### src/rtl/reg_file_2r1w.sv
// reg_file_2r1w: 16-entry register file with one write port, two registered
// read ports (A/B) and a hardware clear-all sweep with busy / dropped-write status.
module reg_file_2r1w #(
    parameter int DATA_W = 16,
    parameter int ADDR_W = 4
) (
    input  logic              Clk,
    input  logic              Rst_n,
    input  logic [DATA_W-1:0] W_data,
    input  logic [ADDR_W-1:0] W_addr,
    input  logic              W_en,
    input  logic [ADDR_W-1:0] Ra_addr,
    input  logic [ADDR_W-1:0] Rb_addr,
    input  logic              Clr,
    output logic [DATA_W-1:0] Ra_data,
    output logic [DATA_W-1:0] Rb_data,
    output logic              Busy,
    output logic              Wr_err
);

    localparam int DEPTH = 2 ** ADDR_W;
    localparam logic [ADDR_W-1:0] LAST_PTR = ADDR_W'(DEPTH - 1);

    typedef enum logic {
        IDLE  = 1'b0,
        CLEAR = 1'b1
    } state_t;

    state_t            state, state_nxt;
    logic [ADDR_W-1:0] ptr, ptr_nxt;
    logic [DATA_W-1:0] mem [DEPTH];
    logic [DATA_W-1:0] ra_sel_p0, rb_sel_p0;

    // Busy is a direct decode of the state register, so it is glitch-free and
    // rises the cycle after Clr is accepted.
    assign Busy = (state == CLEAR);

    // Control state register: sweep FSM state and sweep pointer.
    always_ff @(posedge Clk or negedge Rst_n) begin
        if (!Rst_n) begin
            state <= IDLE;
            ptr   <= '0;
        end else begin
            state <= state_nxt;
            ptr   <= ptr_nxt;
        end
    end

    // Next-state logic: Clr starts a sweep from IDLE only; the sweep visits
    // every entry once and returns to IDLE after the last one (ptr wraps to 0).
    always_comb begin
        state_nxt = state;
        ptr_nxt   = ptr;
        case (state)
            IDLE: begin
                if (Clr) begin
                    state_nxt = CLEAR;
                    ptr_nxt   = '0;
                end
            end
            CLEAR: begin
                ptr_nxt = ptr + 1'b1;
                if (ptr == LAST_PTR) begin
                    state_nxt = IDLE;
                end
            end
            default: begin
                state_nxt = IDLE;
                ptr_nxt   = '0;
            end
        endcase
    end

    // Storage: the sweep owns the array while active, so user writes are
    // only honoured in IDLE (a write coinciding with Clr lands, then gets swept).
    always_ff @(posedge Clk or negedge Rst_n) begin
        if (!Rst_n) begin
            for (int i = 0; i < DEPTH; i++) begin
                mem[i] <= '0;
            end
        end else if (state == CLEAR) begin
            mem[ptr] <= '0;
        end else if (W_en) begin
            mem[W_addr] <= W_data;
        end
    end

    // Sticky flag for writes dropped because a sweep was running.
    always_ff @(posedge Clk or negedge Rst_n) begin
        if (!Rst_n) begin
            Wr_err <= 1'b0;
        end else if ((state == CLEAR) && W_en) begin
            Wr_err <= 1'b1;
        end
    end

    // Read select, write-first: an address being written this cycle returns
    // the incoming value (user data in IDLE, zero for the sweep entry in CLEAR).
    always_comb begin
        ra_sel_p0 = mem[Ra_addr];
        rb_sel_p0 = mem[Rb_addr];
        if (state == CLEAR) begin
            if (Ra_addr == ptr) ra_sel_p0 = '0;
            if (Rb_addr == ptr) rb_sel_p0 = '0;
        end else if (W_en) begin
            if (Ra_addr == W_addr) ra_sel_p0 = W_data;
            if (Rb_addr == W_addr) rb_sel_p0 = W_data;
        end
    end

    // Registered read outputs (one-cycle latency on both ports).
    always_ff @(posedge Clk or negedge Rst_n) begin
        if (!Rst_n) begin
            Ra_data <= '0;
            Rb_data <= '0;
        end else begin
            Ra_data <= ra_sel_p0;
            Rb_data <= rb_sel_p0;
        end
    end

endmodule

### config.mk
export PLATFORM = sky130hd
export DESIGN_NAME = reg_file_2r1w
export DESIGN_NICKNAME = d
export VERILOG_FILES = /design/src/rtl/reg_file_2r1w.sv
export SDC_FILE = /design/constraint.sdc
export NUM_CORES = 1
export LEC_CHECK = 0
export ABC_AREA = 0
export BUFFER_PORTS_ARGS = -buffer_cell sky130_fd_sc_hd__buf_2
export CORE_UTILIZATION = 45
export DETAILED_ROUTE_END_ITERATION = 16
export HOLD_SLACK_MARGIN = 0.1
export PLACE_DENSITY = 0.65
export SYNTH_ARGS = -nofsm -noshare
export SYNTH_HDL_FRONTEND = slang
export SYNTH_SLANG_ARGS = --single-unit
### constraint.sdc
create_clock -name Clk -period 1.8 [get_ports Clk]
set_input_delay 0 -clock Clk [delete_from_list [all_inputs] [get_ports Clk]]
set_output_delay 0 -clock Clk [all_outputs]
set_load 0.01 [all_outputs]
==> flow_summary.toml <==
[clock_network]
clockBufferDepth = 3
ctsHtreeMaxLevel = 1
clk_latency_ns = 0.57
clockRootBuffer = "clkbuf_16"
cts_tree = "built"
clk_pin_slew_worst_paths_ns = 0.06
cts_sinks = 294
tritoncts.num_buffers = 31

[setup_path]
path_buf_inv = 1
arrival_ns = 2.25
critical_path.max_stage_delay_ns = 0.45
critPathKind = "flip-flop to flip-flop"
crit_path_end_kind = "flip-flop"
path_cells = "nand2b_4, or3_4, nor3_4, buf_4, a22o_1"
required_ns = 2.30
start_kind = "flip-flop"
slowest_stage = "dfrtp_2"
worstPathMaxFanout = 16
cp_top_family = "simple AND/OR/NAND/NOR gates"

[logic_synthesis]
ys.flop_type = "dfrtp_1"
synth.avg_cell_area_um2 = 13.9
yosysWarnings = 0
yosys-mux-area-fraction_pct = 19.5
ys_ff_latch = 294
synthArstFlopShare_pct = 100
synth_top_area_share_pct = 49.9
synth_fa_ha_area_share_pct = 0.339
synth_compound_area_share_pct = 21.7
yosysMostFrequentCell = "dfrtp_1"
yosysSeqAreaShare_pct = 49.9
synth_xor_area_share_pct = 1.07
synth_fp_nets = 1098
synthCells = 1062
syn_area_mm2 = 0.0148
synth_top_family_by_area = "compound AO/OA/AOI/OAI gates"
synth_edf_count = 0
synth_top_cell_by_area = "dfrtp_1"
yosys.area_share.simple_pct = 3.75
yosys-top-cells-area = "dfrtp_1 50%, mux4_2 20%, a22o_1 16%"
yosys-top-cells-count = "294 x dfrtp_1, 272 x a22o_1, 128 x mux4_2"
ys_types = 40

[drt]
drt_wl_total_um = 45200
route.met2.wl_um = 20800
wl_per_cell_um = 28.1
vias_per_cell = 6.74
topRoutingLayerUsed = "met4"
drc_errors = 0
num_vias = 10872
met3WireLength_um = 4320
drtPass1Iterations = 5
drt_iter0_markers = 1265
ant_nets = 0
routedLengthMet1_um = 19000

[worst_hold_path]
hold_class = "primary input to flip-flop"

[finish]
layout-drive-gt1-share_pct = 32.5
final_core_util_pct = 55.4
nets = 1189
final_area_mm2 = 0.0177
area_growth_pct = 19.7
diodes = 0

[global_route]
grt_pass1_vias = 11145
overflow = 0
antenna_found_initial = 0
grt_pass1_wl_um = 70400
grt_max_degree = 65
grt_usage_pct = 27.8

[place]
gp_congestion = 0.860
dp_hpwl_um = 28400
portBuffers = 65
dpl_cell_area_mm2 = 0.0161

[sta]
relSlewSlack_pct = 32.3
max_freq_mhz = 569
finalSetupTns_ns = 0
rsz0062_at_grt = "true"
min_period_over_period_pct = 97.7
report.final.hold_viol_count = 0
slew_viol_final = 0
tightestPinTransition_ns = 1.01
holdWs_ns = 0.138
setup_viol = 0
skew_ns = 0.00846
period_minus_slack_ns = 1.76

[die]
die_w_um = 183
core_mm2 = 0.0319
die_area_mm2 = 0.0335
die_h_um = 183
start_util_pct = 46.3
io_pins = 66
rows = 65

[pwr]
ir_drop_uv = 778
cellPowerDensity_mw_per_mm2 = 1240
p_leak_uw = 0.00801

[flow_run]
cap_violations = 0

[run_status]
status = "completed"
worst register-to-register path: stages, from the launching register on:
cell      delay (ns)
dfrtp_2         0.45
nand2b_4        0.15
or3_4           0.39
nor3_4          0.22
buf_4           0.29
a22o_1          0.19
registers in the layout, summed over array words and instances (netlist names):
name and flops:
Rb_data 16, mem 256, Wr_err 1, Ra_data 16, ptr 4, Busy 1
report_power, final:
group / switching, uW / internal [uW]
clock network: 2770 / 4510
registers: 956 / 7830
logic: 2920 / 2920
total: 6650 / 15200
placed cells by master (no fill, tap or decap), types with 2 or more instances in the layout:
cell type,count
buf_2,60
a31oi_1,2
clkbuf_1,4
clkinvlp_4,2
a22o_1,272
nand3b_2,2
a21oi_1,18
nor2b_1,4
clkbuf_8,5
dlygate4sd3_1,20
xor2_1,9
nor2_1,20
nand3_1,4
inv_1,2
a21o_1,2
nor3_1,3
xnor2_1,9
buf_4,68
nand2b_1,4
buf_6,3
a22oi_1,63
nand2_1,37
nor2_2,8
ha_1,4
mux4_2,128
clkbuf_16,31
bufinv_16,8
dfrtp_2,2
buf_12,29
a21oi_4,10
nor3_2,5
o21ai_0,18
and2_1,2
nor2_4,3
clkinv_2,5
dfrtp_1,292
a21oi_2,3
worst paths after layout:
| path | from | end | slack, ns | depth (start not counted) |
|---|---|---|---|---|
| worst max register to register | Busy | mem[243] | 0.04 | 5 |
| worst max-delay path | Busy | mem[243] | 0.04 | 5 |
| worst min-delay path | W_addr[1] | mem[12] | 0.14 | 5 |
| worst min register to register | Wr_err | Wr_err | 0.45 | 1 |
| max in group asynchronous | Rst_n | mem[118] | 0.56 | 4 |
| min in group asynchronous | Rst_n | Wr_err | 0.54 | 3 |
timing repair:
item | CTS | global route
hold endpoints to repair | 588 | 0
pin swaps | 0 | 3
gates cloned | 0 | 0
resized for setup | 7 | 11
hold buffers | 20 | 0
setup buffers | 0 | 6
endpoints found under the setup margin | 176 | 114
area by class of cell:
cell class                      count  area (um^2)
Tap cell                          435          544
Inverter                            2         7.51
Fill cell                        2611        14200
Clock buffer                       40          860
Sequential cell                   294         7360
Multi-Input combinational cell    643         6950
Clock inverter                     17          298
Timing Repair Buffer              181         1640
per-layer routing:
layer / vias to the layer above / GRT usage, %
met2: 622 / 42.8
met3: 91 / 4.29
met5: - / 0
met1: 5711 / 41.3
met4: 0 / 7.33
li1: 4448 / -
stage by stage:
step	total power (uW)	std cells	worst slack [ns]
3_3_place_gp	14100	1529	-0.257
6_report	21900	1612	0.0411
4_1_cts	21700	1606	-0.217
2_1_floorplan	12100	1062	-0.0311
3_5_place_dp	14300	1529	-0.298
5_1_grt	22700	1612	-0.00726
kinds of logic (layout without fill, tap and decap cells):
group / Yosys count / after routing
compound gates: 392 / 392
mux: 128 / 128
flops: 294 / 294
buf+inv: 125 / 240
fa+ha+maj: 4 / 4
xor+xnor: 18 / 18
simple gates: 101 / 101
(Power assumes the default switching activity.)
